### src/rtl/alu_share_ctrl.sv
// -----------------------------------------------------------------------------
// alu_share_ctrl
//
// Shares one combinational ALU between two requesters. Each cycle it picks one
// request using round-robin priority and drives that request onto the ALU
// inputs. The ALU result is captured into a one-entry response register that
// uses valid/ready backpressure. The block also keeps the architectural zero
// flag, which only CMP updates.
//
// Optional feature: define ALU_SHARE_STATS_EN to add saturating 16-bit
// counters (grant0_cnt, grant1_cnt, stall_cnt).
//
// Ports:
//   clk, reset              single clock, synchronous active-high reset
//   reqN_valid/reqN_ready   request handshake for port N (ready is combinational)
//   reqN_op/reqN_a/reqN_b   opcode and operands for port N
//   alu_srca/srcb/op        operands and opcode driven to the shared ALU
//   alu_result/alu_flags    ALU outputs (only flags[2] = Z is used, for CMP)
//   rsp_valid/rsp_ready     response handshake
//   rsp_id                  port that issued the held response
//   rsp_result/we/err       captured result, write-back enable, illegal-op flag
//   z_flag                  architectural zero flag
//   grant0/1_cnt, stall_cnt statistics (ALU_SHARE_STATS_EN only)
// -----------------------------------------------------------------------------
module alu_share_ctrl (
   input  logic        clk,
   input  logic        reset,
   input  logic        req0_valid,
   output logic        req0_ready,
   input  logic [3:0]  req0_op,
   input  logic [31:0] req0_a,
   input  logic [31:0] req0_b,
   input  logic        req1_valid,
   output logic        req1_ready,
   input  logic [3:0]  req1_op,
   input  logic [31:0] req1_a,
   input  logic [31:0] req1_b,
   output logic [31:0] alu_srca,
   output logic [31:0] alu_srcb,
   output logic [3:0]  alu_op,
   input  logic [31:0] alu_result,
   input  logic [3:0]  alu_flags,
   output logic        rsp_valid,
   input  logic        rsp_ready,
   output logic        rsp_id,
   output logic [31:0] rsp_result,
   output logic        rsp_we,
   output logic        rsp_err,
   output logic        z_flag
`ifdef ALU_SHARE_STATS_EN
   ,
   output logic [15:0] grant0_cnt,
   output logic [15:0] grant1_cnt,
   output logic [15:0] stall_cnt
`endif
);

   typedef enum logic [3:0] {
      OP_SUB = 4'b0010,
      OP_ADD = 4'b0100,
      OP_CMP = 4'b1010,
      OP_MOV = 4'b1101
   } op_e;

   logic        r_rsp_valid;
   logic        r_rsp_id;
   logic [31:0] r_rsp_result;
   logic        r_rsp_we;
   logic        r_rsp_err;
   logic        r_z_flag;
   logic        r_last;

   logic        w_free;
   logic        w_gnt_vld;
   logic        w_gnt_id;
   logic        w_op_legal;
   logic        w_op_cmp;

   // The slot is free when it is empty or is being drained in this cycle.
   assign w_free = !r_rsp_valid || rsp_ready;

   // NOTE: every signal in an always_comb gets a default first, so no path
   // through the block can leave a value unassigned and infer a latch.
   always_comb begin
      w_gnt_vld = 1'b0;
      w_gnt_id  = 1'b0;
      // Nothing is accepted during the reset cycle.
      if (w_free && !reset) begin
         if (req0_valid && req1_valid) begin
            w_gnt_vld = 1'b1;
            w_gnt_id  = ~r_last;
         end else if (req0_valid) begin
            w_gnt_vld = 1'b1;
            w_gnt_id  = 1'b0;
         end else if (req1_valid) begin
            w_gnt_vld = 1'b1;
            w_gnt_id  = 1'b1;
         end
      end
   end

   assign req0_ready = w_gnt_vld && !w_gnt_id;
   assign req1_ready = w_gnt_vld &&  w_gnt_id;

   // With no grant, port 0's fields are passed through. The value is unused,
   // but it is always a real input and never X.
   assign alu_srca = (w_gnt_vld && w_gnt_id) ? req1_a  : req0_a;
   assign alu_srcb = (w_gnt_vld && w_gnt_id) ? req1_b  : req0_b;
   assign alu_op   = (w_gnt_vld && w_gnt_id) ? req1_op : req0_op;

   always_comb begin
      w_op_legal = 1'b0;
      w_op_cmp   = 1'b0;
      case (alu_op)
         OP_SUB, OP_ADD, OP_MOV: w_op_legal = 1'b1;
         OP_CMP: begin
            w_op_legal = 1'b1;
            w_op_cmp   = 1'b1;
         end
         default: w_op_legal = 1'b0;
      endcase
   end

   // NOTE: state is updated with non-blocking assignments only, so every
   // flop samples the values present before the clock edge.
   always_ff @(posedge clk) begin
      if (reset) begin
         r_rsp_valid  <= 1'b0;
         r_rsp_id     <= 1'b0;
         r_rsp_result <= 32'd0;
         r_rsp_we     <= 1'b0;
         r_rsp_err    <= 1'b0;
         r_z_flag     <= 1'b0;
         r_last       <= 1'b1;     // port 0 wins the first contention
      end else if (w_gnt_vld) begin
         r_rsp_valid <= 1'b1;
         r_rsp_id    <= w_gnt_id;
         r_last      <= w_gnt_id;
         if (w_op_legal) begin
            r_rsp_result <= alu_result;
            r_rsp_we     <= !w_op_cmp;
            r_rsp_err    <= 1'b0;
            if (w_op_cmp) begin
               r_z_flag <= alu_flags[2];
            end
         end else begin
            r_rsp_result <= 32'd0;
            r_rsp_we     <= 1'b0;
            r_rsp_err    <= 1'b1;
         end
      end else if (rsp_ready) begin
         // Drain with no refill. During a stall the response fields hold.
         r_rsp_valid <= 1'b0;
      end
   end

   assign rsp_valid  = r_rsp_valid;
   assign rsp_id     = r_rsp_id;
   assign rsp_result = r_rsp_result;
   assign rsp_we     = r_rsp_we;
   assign rsp_err    = r_rsp_err;
   assign z_flag     = r_z_flag;

`ifdef ALU_SHARE_STATS_EN
   logic [15:0] r_grant0_cnt;
   logic [15:0] r_grant1_cnt;
   logic [15:0] r_stall_cnt;

   always_ff @(posedge clk) begin
      if (reset) begin
         r_grant0_cnt <= 16'd0;
         r_grant1_cnt <= 16'd0;
         r_stall_cnt  <= 16'd0;
      end else begin
         if (req0_ready && r_grant0_cnt != 16'hFFFF) begin
            r_grant0_cnt <= r_grant0_cnt + 16'd1;
         end
         if (req1_ready && r_grant1_cnt != 16'hFFFF) begin
            r_grant1_cnt <= r_grant1_cnt + 16'd1;
         end
         if (r_rsp_valid && !rsp_ready && r_stall_cnt != 16'hFFFF) begin
            r_stall_cnt <= r_stall_cnt + 16'd1;
         end
      end
   end

   assign grant0_cnt = r_grant0_cnt;
   assign grant1_cnt = r_grant1_cnt;
   assign stall_cnt  = r_stall_cnt;
`endif

endmodule
### config.mk
export PLATFORM = sky130hd
export DESIGN_NAME = alu_share_ctrl
export DESIGN_NICKNAME = d
export VERILOG_FILES = /design/src/rtl/alu_share_ctrl.sv
export SDC_FILE = /design/constraint.sdc
export NUM_CORES = 1
export LEC_CHECK = 0
export ABC_CLOCK_PERIOD_IN_PS = 2150
export CORE_AREA = 4 4 109 111
export CTS_CLUSTER_SIZE = 25
export DETAILED_ROUTE_END_ITERATION = 6
export DIE_AREA = 0 0 113 115
export PLACE_DENSITY_LB_ADDON = 0.1
export SLEW_MARGIN = 20
export SYNTH_ARGS = -nofsm -noshare
export SYNTH_HDL_FRONTEND = slang
export SYNTH_SLANG_ARGS = --single-unit
### constraint.sdc
create_clock -name clk -period 2.15 [get_ports clk]
set_input_delay 0.215 -clock clk [delete_from_list [all_inputs] [get_ports clk]]
set_output_delay 0.215 -clock clk [all_outputs]
set_load 0.01 [all_outputs]
# == Word level (Yosys, flattened, before mapping) ==
# Cells that the tools add are included.
# word_totals
regBits,38
in_bits,177
output_inout_bits,107
wordCells,41
# classes
eq_ne,4
n_mux,17
bitwise,1
n_reduce_logical,12
# ops
op,n
32-bit 2-to-1 mux,3
1-bit 2-to-1 mux,13
4-bit equality test (second input constant),2
4-bit by 2-bit equality test with 1-bit output (second input constant),1
4-bit by 3-bit equality test with 1-bit output (second input constant),1
1-bit logical AND,4
1-bit zero test,4
4-bit 2-to-1 mux,1
4-bit OR reduction,1
3-bit AND reduction,1
2-bit nonzero test,1
1-bit logical OR,1
1-bit NOT,1

# == Logic depth before layout (Yosys ltp) ==
# Gate-level depths: netlist of the first run.
# logic_depth
ltp_word,10
mapped_depth,6
ltp_nobuf,5

# == Least setup slack after synthesis of the first run ==
# Ideal clock, no wire load.
# synth_path
kind,reg2reg
startpoint,"reg r_rsp_valid, in the netlist rsp_valid"
endpoint,"reg r_rsp_result[10], in the netlist rsp_result[10]"
setup_time_ns,0.117
arrival_ns,1.513
required_ns,2.033
setup_slack_ns,0.520
path_stages_with_launch,7
n_path_buf,2
period_less_slack_ns,1.630
cell_sequence,dfxtp_1 > nor2b_1 > or3_4 > and2_1 > buf_6 > buf_2 > a22o_1
# synth_between
elab_chain_cells,10
word_cells_on_any_way,14
classes_between,eq/ne (4); mux (5); reduce/logical (5)
# synth_lines
element,line,rtl
start: declaration,65,logic r_rsp_valid;
start signal: assignment,128,r_rsp_valid <= 1'b0;
start signal: assignment,136,r_rsp_valid <= 1'b1;
start signal: assignment,153,r_rsp_valid <= 1'b0;
1-bit zero test *,80,assign w_free = !r_rsp_valid || rsp_ready;
1-bit logical OR *,80,
1-bit logical AND *,88,if (w_free && !reset) begin
1-bit 2-to-1 mux,88,
1-bit logical AND,109,assign alu_op = (w_gnt_vld && w_gnt_id) ? req1_op : req0_op;
4-bit 2-to-1 mux,109,
"4-bit equality test, or another cell as far along",114,case (alu_op)
4-bit OR reduction (no source line),-,
1-bit 2-to-1 mux,114,
32-bit 2-to-1 mux,139,if (w_op_legal) begin
end signal: assignment,140,r_rsp_result <= alu_result;
end: declaration,67,logic [31:0] r_rsp_result;
# Mark *: on every way between the ends. The rest lies on a longest branch, timed or not.
# A chain may end at the register's enable or synchronous reset.

# == Worst setup path in the final report of the first run ==
# layout_path
startpoint,"reg r_rsp_valid, in the netlist rsp_valid"
endpoint,out alu_srca[13]
# layout_between
elab_chain_cells,6
word_cells_on_any_way,7
classes_between,mux (3); reduce/logical (4)
# layout_lines
element,line,rtl
1-bit zero test *,80,
1-bit logical OR *,80,
1-bit logical AND *,88,
1-bit 2-to-1 mux,88,
1-bit logical AND *,107,assign alu_srca = (w_gnt_vld && w_gnt_id) ? req1_a : req0_a;
32-bit 2-to-1 mux *,107,
end: declaration,38,"output logic [31:0] alu_srca,"
# Marked as above.

==> results.ini, run 1 <==
[finish]
final_common_cell = clkdlybuf4s50_1
flow.area_growth_from_synthesis_pct = 147.8
final_cell_mix = 207 x clkdlybuf4s50_1, 64 x mux2_2, 36 x dfxtp_1, 32 x a22o_1, 28 x clkbuf_2
drive_gt1_frac = 0.3044
nNetsFinal = 673
fill_cells = 986
sequential_cell_area_sq_um = 763.2
finish.instance_area_sq_um = 5401
multiInputGateArea_sq_um = 1335

[route]
drtPass1Iterations = 4
drc = 0
wl_per_cell_microns = 19.20
ant_nets = 0
finalWirelength_microns = 12230
vias_post_dr = 2852
drt_first_iter_violations = 76
post_detailed_route_via_to_cell_ratio = 4.477

[synth]
synth_seq_area_share = 0.3490
synth_nets = 373
yosys-top-cells-area = dfxtp_1 35%, mux2_2 34%, a22o_1 13%
netlist.top_cell.by_area = dfxtp_1
syn_avg_cell_area_sq_um = 11.12
yosys_warnings = 0
count_of_cell_types_in_the_netlist = 31
synthesis.area_sq_um = 2180
synthDominantCellAreaShare = 0.3490
synth-seq-cells = 38
postSynthCellCount = 196

[critical_path]
setup.worst_path.end_class = primary output
crit_arrival_ns = 1.86
worst-endpoint-required_ns = 1.93
timing.critical_path.from_type = flip-flop
timing.critical_path.fanout_max = 15
crit_type = reg -> out

[sta]
achievable-frequency_mhz = 480.9
timing_worst_slew_pin_value_ns = 0.4319
setup_failing_eps_final = 0
hold_ws_ns = 0.4182
final.min_clock_period_ns = 2.080
drv_slew = 0
number_of_hold_slack_violations_in_the_final_timing_report = 0
worst_slew_margin_rel = 0.7098
final.setup_skew_ns = 0.004077
layout_worst_path_cycle_share = 0.9672

[clocking]
clkLatencyLatePin_ns = 0.28
clock_sink_count = 38
ctsRootBufferMaster = clkbuf_8
ctsHoldBuffers = 0
longest_clk_path_bufs = 2
clock_input_transition_at_the_sequential_cells_of_the_worst_setup_and_hold_paths_ns = 0.07
cts_tree = done
htree_num_levels = 2
cts_inserted_buffers = 5

[global_routing]
total_routing_usage_reported_by_global_routing = 0.1784
antenna_found_initial = 1
final_global_route_overflow_total = 0
grt_pass1_vias = 3225
grt_start_max_net_pins = 35
grt_first_pass_wirelength_microns = 17940

[run_status]
outcome = finished, final reports clean

[placed_design]
gpl.final_weighted_congestion = 0.8438
io_buffers = 280
dpl.hpwl_microns = 10090
placed_area_sq_um = 5253

[power_and_ir_drop]
static-leakage-power_nw = 2.322
power-per-cell-area_nw_per_um2 = 428.5
power.ir.vdd_worst_mv = 0.3020
power_mw = 2.315

[die]
initial_core_util = 0.2019
core.rowCount = 38
width_of_the_chip_microns = 113
ios = 284
design.die.area_sq_um = 13000
die-height_microns = 115
placeable_area_sq_um = 10790

[flow_run]
drv_cap = 0

[min_path]
min_path_type = in -> reg

## worst paths after layout
check             slack, ns             to  startpoint  cells after the start
setup / recovery       0.07   alu_srca[13]   rsp_valid                      6
hold / removal         0.42      rsp_valid   rsp_ready                      4
setup reg to reg       0.31  rsp_result[1]      r_last                      7
hold reg to reg        0.47        rsp_err     rsp_err                      2
## per-stage QoR
step | setup WS, ns | setup TNS [ns] | util | std cells
global route | -0.005681 | -0.01116 | 0.5005 | 637
floorplan | 0.5202 | 0 | - | 196
global placement | -0.1981 | -12.89 | 0.4867 | 619
CTS | -0.1773 | -2.559 | 0.5061 | 633
detailed placement | -0.2108 | -14.05 | 0.4867 | 619
finish | 0.07049 | 0 | 0.5005 | 637
## synth_stat cells, drive strengths merged
cell / count
mux2: 65
dfxtp: 38
a22o: 32
buf: 14
nand2: 13
inv: 3
nand3: 3
a21o: 2
and4b: 2
nor2b: 2
nor3: 2
nor3b: 2
nor4b: 2
nor4bb: 2
a21bo: 1
a21boi: 1
a21oi: 1
a32o: 1
and2: 1
mux2i: 1
nand4: 1
nor2: 1
o21ai: 1
o22ai: 1
o31ai: 1
or2b: 1
or3: 1
or4: 1
## per-layer routing
metal / vias up / track usage / wire [microns] / part of all wire
met4: 0 / 0.05048 / 270 / 0.022
li1: 1345 / - / - / -
met3: 15 / 0.07895 / 1371 / 0.11
met1: 1341 / 0.1738 / 4045 / 0.33
met5: - / 0 / 0 / 0
met2: 151 / 0.3408 / 6546 / 0.54
## worst max-delay path: stages (launching register included)
cell and delay, ns:
dfxtp_2 0.34, or2b_1 0.27, nand3_4 0.10, buf_4 0.14
buf_16 0.15, mux2_2 0.34, clkdlybuf4s15_1 0.24
## logic make-up (layout without fill, tap and decap cells)
kind of cell / count (synthesis) / after routing / synth area share
AND/OR/NAND/NOR: 34 / 34 / 0.09644
multiplexers: 66 / 66 / 0.3404
other: 0 / 1 / 0
AO/OA/AOI/OAI: 41 / 41 / 0.1653
buffers and inverters: 17 / 317 / 0.04879
flip-flops: 38 / 38 / 0.3490
## layout make-up
type / count / share of cell area
diodes: 1 / 0.0004633
inverters: 3 / 0.002085
flip-flops and latches: 38 / 0.1413
multi-input cells: 141 / 0.2472
clock inverters: 1 / 0.005559
well taps: 140 / 0.03243
clock buffers: 6 / 0.01529
repair buffers: 307 / 0.5557
## registers in the layout, indices dropped and copies added (netlist names)
register    cells
r_last          1
rsp_err         1
rsp_id          1
rsp_result     32
rsp_valid       1
rsp_we          1
z_flag          1
## power breakdown
part           switching, mW  internal (mW)  total [mW]
Sequential            0.0218          0.744       0.765
Combinational          0.315          0.620       0.935
Clock                  0.243          0.371       0.614
Total                  0.580           1.73        2.31
## timing repair
item / in CTS / in global routing
setup buffers: 2 / 3
endpoints found under the setup margin: 70 / 57
cloned: 5 / 0
resized for setup: 134 / 61
pin swaps: 1 / 2
(Power assumes the default switching activity.)
==> inputs of run 2 (changes only) <==
--- a/config.mk
+++ b/config.mk
@@ -5,7 +5,7 @@
 export SDC_FILE = /design/constraint.sdc
 export NUM_CORES = 1
 export LEC_CHECK = 0
-export ABC_CLOCK_PERIOD_IN_PS = 2150
+export ABC_CLOCK_PERIOD_IN_PS = 1800
 export CORE_AREA = 4 4 109 111
 export CTS_CLUSTER_SIZE = 25
 export DETAILED_ROUTE_END_ITERATION = 6
==> constraint.sdc (replaced) <==
create_clock -name clk -period 1.8 [get_ports clk]
set_input_delay 0.18 -clock clk [delete_from_list [all_inputs] [get_ports clk]]
set_output_delay 0.18 -clock clk [all_outputs]
set_load 0.01 [all_outputs]
==> run 2 against run 1 <==
Effect of this change:
- the flow now finishes with violations (setup timing)
- critical path type unchanged
- cell area rose by 15%
- largest cell class unchanged
- final cell count rose by 4.2%
- combinational power rose by 53%
- via count rose by 3.1%
- setup slack got worse by 0.29 ns
- highest routed layer unchanged
- critical endpoint is now alu_srcb[2]
- sequential share of layout area fell by 1.9 points
==> results.ini, run 2 (same netlist as run 1, synthesis figures left out) <==
[run_status]
outcome = finished, violations left
violations = setup timing

[route]
drc = 0  ; unchanged
post_detailed_route_via_to_cell_ratio = 4.429  ; -1.1%
vias_post_dr = 2941  ; +3.1%
drt_first_iter_violations = 57  ; -25%
finalWirelength_microns = 13670  ; +12%
drtPass1Iterations = 4  ; unchanged
wl_per_cell_microns = 20.58  ; +7.2%
ant_nets = 0  ; unchanged

[global_routing]
grt_pass1_vias = 3350  ; +3.9%
final_global_route_overflow_total = 0  ; unchanged
grt_start_max_net_pins = 35  ; unchanged
total_routing_usage_reported_by_global_routing = 0.1918  ; +0.01342
antenna_found_initial = 0  ; -1
grt_first_pass_wirelength_microns = 19130  ; +6.6%

[sta]
setup_repair_after_global_routing_missed_its_margin = true
final.setup_skew_ns = 0.008339  ; +0.004261 ns
drv_slew = 0  ; unchanged
layout_setup_ws_ns = -0.2152  ; -0.2856 ns
final.min_clock_period_ns = 2.015
worst_slew_margin_rel = 0.7889  ; +0.07903
layout_worst_path_cycle_share = 1.120
hold_ws_ns = 0.4589  ; +0.04073 ns
number_of_hold_slack_violations_in_the_final_timing_report = 0  ; unchanged
setup_failing_eps_final = 99  ; +99
timing_worst_slew_pin_value_ns = 0.3125  ; -0.1195 ns
achievable-frequency_mhz = 496.2

[die]
ios = 284  ; unchanged
die-height_microns = 115  ; unchanged
placeable_area_sq_um = 10790  ; unchanged
initial_core_util = 0.2019  ; unchanged
core.rowCount = 38  ; unchanged
width_of_the_chip_microns = 113  ; unchanged
design.die.area_sq_um = 13000  ; unchanged

[clocking]
clock_input_transition_at_the_sequential_cells_of_the_worst_setup_and_hold_paths_ns = 0.08  ; about the same
htree_num_levels = 2  ; unchanged
clkLatencyLatePin_ns = 0.29  ; about the same
cts_inserted_buffers = 5  ; unchanged
ctsHoldBuffers = 0  ; unchanged
clock_sink_count = 38  ; unchanged
longest_clk_path_bufs = 2  ; unchanged
cts_tree = done
ctsRootBufferMaster = clkbuf_8

[finish]
flow.area_growth_from_synthesis_pct = 185.7
flip_flop_count_of_the_largest_register_all_copies_and_words_added = 32  ; unchanged
diodes_inserted = 0  ; -1
nNetsFinal = 701  ; +4.2%
final_cell_mix = 207 x clkdlybuf4s50_1, 81 x buf_6, 56 x mux2_4, 36 x dfxtp_1, 32 x a22o_1
final_common_cell = clkdlybuf4s50_1
drive_gt1_frac = 0.4122  ; +0.1078

[placed_design]
dpl.hpwl_microns = 9903  ; -1.9%
gpl.final_weighted_congestion = 0.8620  ; +2.2%
io_buffers = 280  ; unchanged
preCtsSetupSlack_ns = -0.5310  ; -0.3203 ns

[critical_path]
crit_type = reg -> out
timing.critical_path.fanout_max = 8  ; -7
setup.worst_path.end_class = primary output
crit_arrival_ns = 1.84  ; -0.02 ns
timing.critical_path.from_type = flip-flop
worst-endpoint-required_ns = 1.62  ; -0.31 ns

[power_and_ir_drop]
power-per-cell-area_nw_per_um2 = 494.5  ; +15%
static-leakage-power_nw = 2.813  ; +21%
power.ir.vdd_worst_mv = 0.4201  ; +39%

[min_path]
min_path_type = in -> reg

[flow_run]
drv_cap = 0  ; unchanged

==> run 2: cell types whose count changed in the layout (fill, tap and decap cells not counted), sizes merged, moves of 5 or more <==
| cell | change |
|---|---|
| dlygate4sd2 | -15 |
| clkdlybuf4s15 | -5 |
| dlymetal6s2s | -7 |
| clkbuf | -25 |
| buf | +81 |
==> run 2: worst max-delay path, cell delays in order, from the launching register on <==
cell	delay [ns]
dfxtp_2	0.33
or2b_1	0.28
nand3_4	0.13
buf_12	0.12
buf_12	0.11
buf_16	0.13
mux2_4	0.31
buf_6	0.12
==> run 2: worst paths after layout <==
| kind | endpoint | slack (ns) | start | cells past startpoint |
|---|---|---|---|---|
| max | alu_srcb[2] | -0.22 | rsp_valid | 7 |
| min | rsp_valid | 0.46 | rsp_ready | 4 |
| max reg2reg | rsp_result[20] | -0.10 | r_last | 8 |
| min reg2reg | rsp_id | 0.47 | rsp_id | 1 |
==> run 2: layer usage <==
layer  vias up  routed length, microns  track usage
met2       153                    7309       0.3661
li1       1403                       -            -
met3        21                    1329      0.07947
met5         -                       0            0
met4         0                     377      0.06410
met1      1364                    4652       0.1865
==> run 2: final cells by class <==
| cell class | instances | area (sq um) |
|---|---|---|
| Clock buffer | 6 | 82.58 |
| Clock inverter | 1 | 30.03 |
| Inverter | 3 | 18.77 |
| Tap cell | 140 | 175.2 |
| Sequential cell | 38 | 763.2 |
| Timing Repair Buffer | 335 | 3581 |
| Multi-Input combinational cell | 141 | 1577 |
| Fill cell | 910 | 4566 |
==> run 2: stage by stage <==
stage | total power [mW] | util | std cells | TNS (ns) | area (sq um)
floorplan | 1.286 | - | 196 | 0 | 2180
global placement | 2.100 | 0.4950 | 631 | -43.74 | 5343
detailed placement | 2.102 | 0.4950 | 631 | -46.55 | 5343
CTS | 3.087 | 0.5657 | 662 | -16.62 | 6106
global route | 3.230 | 0.5770 | 664 | -18.26 | 6227
finish | 3.079 | 0.5770 | 664 | -11.80 | 6227
==> run 2: repair_timing <==
action                                 CTS  global route
pin swaps                                4             8
resized for setup                      413            48
setup endpoints to repair              103           105
buffers inserted                        16             5
cloned                                   8             4
endpoints found under the hold margin    0             0
==> run 2: report_power, final <==
group | switching (mW) | total (mW) | internal (mW)
registers | 0.0240 | 0.912 | 0.888
clock network | 0.298 | 0.742 | 0.443
logic | 0.457 | 1.43 | 0.968
==> inputs of run 3 (changes only) <==
--- a/config.mk
+++ b/config.mk
@@ -10,7 +10,7 @@
 export CTS_CLUSTER_SIZE = 25
 export DETAILED_ROUTE_END_ITERATION = 6
 export DIE_AREA = 0 0 113 115
-export PLACE_DENSITY_LB_ADDON = 0.1
+export PLACE_DENSITY = 0.69
 export SLEW_MARGIN = 20
 export SYNTH_ARGS = -nofsm -noshare
 export SYNTH_HDL_FRONTEND = slang
==> run 3 against run 2 <==
Effect of this change:
- the run still ends with setup timing left
- wire length shrank 2.1%
- largest cell class unchanged
- critical endpoint is now alu_srca[28]
- sequential share of layout area hardly changed
- non-clock buffer count grew 5
- global-route usage down 0.37 points
- cell area grew 0.30%
- clock power decreased by 17%
- sequential cell count is the same
- clock skew shrank 0.0037 ns
- via count grew 1.7%
==> results.ini, run 3 (same netlist as run 1, synthesis figures left out) <==
[run_status]
outcome = finished, violations left
violations = setup timing

[global_routing]
grt_start_max_net_pins = 35  ; unchanged
grt_first_pass_wirelength_microns = 18990  ; -0.76%
antenna_found_initial = 0  ; unchanged
grt_pass1_vias = 3352  ; +0.060%
final_global_route_overflow_total = 0  ; unchanged
total_routing_usage_reported_by_global_routing = 0.1882  ; -0.003650

[critical_path]
reg2reg_slack_ns = -0.18  ; -0.08 ns
setup.worst_path.end_class = primary output
crit_arrival_ns = 1.85  ; about the same
regToRegStartpoint = rsp_valid
crit_type = reg -> out
timing.critical_path.from_type = flip-flop
timing.critical_path.fanout_max = 7  ; -1
regToRegEndpoint = rsp_result[22]
worstRegToRegCells = 8  ; unchanged
worst-endpoint-required_ns = 1.62  ; about the same

[clocking]
cts_tree = done
cts_inserted_buffers = 5  ; unchanged
ctsHoldBuffers = 0  ; unchanged
clkLatencyLatePin_ns = 0.28  ; about the same
ctsRootBufferMaster = clkbuf_8
htree_num_levels = 2  ; unchanged
clock_sink_count = 38  ; unchanged
longest_clk_path_bufs = 2  ; unchanged
clock_input_transition_at_the_sequential_cells_of_the_worst_setup_and_hold_paths_ns = 0.08  ; about the same

[finish]
finish.instance_area_sq_um = 6246  ; +0.30%
flip_flop_count_of_the_largest_register_all_copies_and_words_added = 32  ; unchanged
final_core_util = 0.5787  ; +0.001739
final_common_cell = clkdlybuf4s50_1
stdcell_count = 670  ; +0.90%
drive_gt1_frac = 0.4038  ; -0.008440
flow.area_growth_from_synthesis_pct = 186.6
diodes_inserted = 0  ; unchanged
nNetsFinal = 706  ; +0.71%
final_cell_mix = 208 x clkdlybuf4s50_1, 80 x buf_6, 60 x mux2_4, 36 x dfxtp_1, 32 x a22o_1

[die]
width_of_the_chip_microns = 113  ; unchanged
initial_core_util = 0.2019  ; unchanged
core.rowCount = 38  ; unchanged
placeable_area_sq_um = 10790  ; unchanged
design.die.area_sq_um = 13000  ; unchanged
die-height_microns = 115  ; unchanged
ios = 284  ; unchanged

[power_and_ir_drop]
power.ir.vdd_worst_mv = 0.4701  ; +12%
static-leakage-power_nw = 2.827  ; +0.50%
power_mw = 2.961  ; -3.8%
power-per-cell-area_nw_per_um2 = 474.1  ; -4.1%

[placed_design]
dpl.hpwl_microns = 10060  ; +1.6%
placed_area_sq_um = 5343  ; unchanged
gpl.final_weighted_congestion = 0.8986  ; +4.2%
preCtsSetupSlack_ns = -0.5329  ; -0.001854 ns
io_buffers = 280  ; unchanged
number_of_placed_cells_counting_well_taps = 630  ; -0.16%

[sta]
timing_worst_slew_pin_value_ns = 0.4495  ; +0.1371 ns
final.min_clock_period_ns = 2.025  ; +0.01030 ns
worst_slew_margin_rel = 0.6980  ; -0.09084
layout_worst_path_cycle_share = 1.125  ; +0.005722
hold_ws_ns = 0.4615  ; +0.002634 ns
drv_slew = 0  ; unchanged
number_of_hold_slack_violations_in_the_final_timing_report = 0  ; unchanged
setup_repair_after_global_routing_missed_its_margin = true
layout_setup_ws_ns = -0.2255  ; -0.01030 ns
achievable-frequency_mhz = 493.7  ; -0.51%
setup_failing_eps_final = 100  ; +1.0%
fin_setup_tns_ns = -15.58  ; -3.783 ns
final.setup_skew_ns = 0.004633  ; -0.003706 ns

[route]
post_detailed_route_via_to_cell_ratio = 4.464  ; +0.79%
drtPass1Iterations = 4  ; unchanged
wl_per_cell_microns = 19.97  ; -3.0%
ant_nets = 0  ; unchanged
finalWirelength_microns = 13380  ; -2.1%
vias_post_dr = 2991  ; +1.7%
drc = 0  ; unchanged
drt_first_iter_violations = 65  ; +14%

[min_path]
worstHoldPathCells = 1  ; -3
hold_path_startpoint = rsp_id
hold-path-endpoint = rsp_id
min_path_type = reg -> reg

[flow_run]
drv_cap = 0  ; unchanged

==> run 3: cell types whose count changed in the layout (fill, tap and decap cells not counted), moves of 4 or more <==
cell	delta
mux2_4	+4
nand2_2	-8
mux2_2	-4
nand2_1	+9
buf_4	-5
buf_2	+6
==> run 3: metal layers <==
metal / vias up / GRT usage / part of all wire
met1: 1395 / 0.2059 / 0.36
met5: - / 0 / 0
met2: 161 / 0.3543 / 0.53
met3: 17 / 0.05895 / 0.089
li1: 1418 / - / -
met4: 0 / 0.04407 / 0.020
==> run 3: layout make-up <==
type,count,area [sq um]
Clock inverter,2,12.51
Inverter,3,13.76
Multi-Input combinational cell,141,1568
Sequential cell,38,763.2
Clock buffer,6,82.58
Tap cell,140,175.2
Timing Repair Buffer,340,3631
Fill cell,876,4547
==> run 3: worst max path at each step <==
stage | endpoint | cells after the start | slack (ns) | start
final | alu_srca[28] | 7 | -0.23 | rsp_valid
after CTS | alu_srca[1] | 7 | -0.27 | rsp_valid
after floorplan | rsp_result[10] | 6 | 0.17 | rsp_valid
after global routing | alu_srcb[12] | 7 | -0.31 | rsp_valid
after detailed placement | alu_srcb[2] | 6 | -0.53 | req1_valid
after global placement | alu_srcb[2] | 6 | -0.55 | req1_valid
==> run 3: worst max-delay path: stages, from the launching register on <==
cell	delay, ns
dfxtp_2	0.33
or2b_1	0.27
nand3_4	0.12
buf_12	0.15
buf_12	0.11
buf_12	0.12
mux2_4	0.32
buf_6	0.13
==> run 3: power by group <==
part | switching, mW | total [mW] | internal [mW]
Sequential | 0.0254 | 0.913 | 0.888
Clock | 0.308 | 0.616 | 0.308
Combinational | 0.455 | 1.43 | 0.976
Total | 0.789 | 2.96 | 2.17
==> run 3: repair_timing <==
| action | in CTS | in global routing |
|---|---|---|
| resized for setup | 395 | 50 |
| buffers inserted | 20 | 6 |
| endpoints found under the hold margin | 0 | 0 |
| gates cloned | 7 | 2 |
| endpoints found under the setup margin | 103 | 105 |
| pin swaps | 4 | 7 |
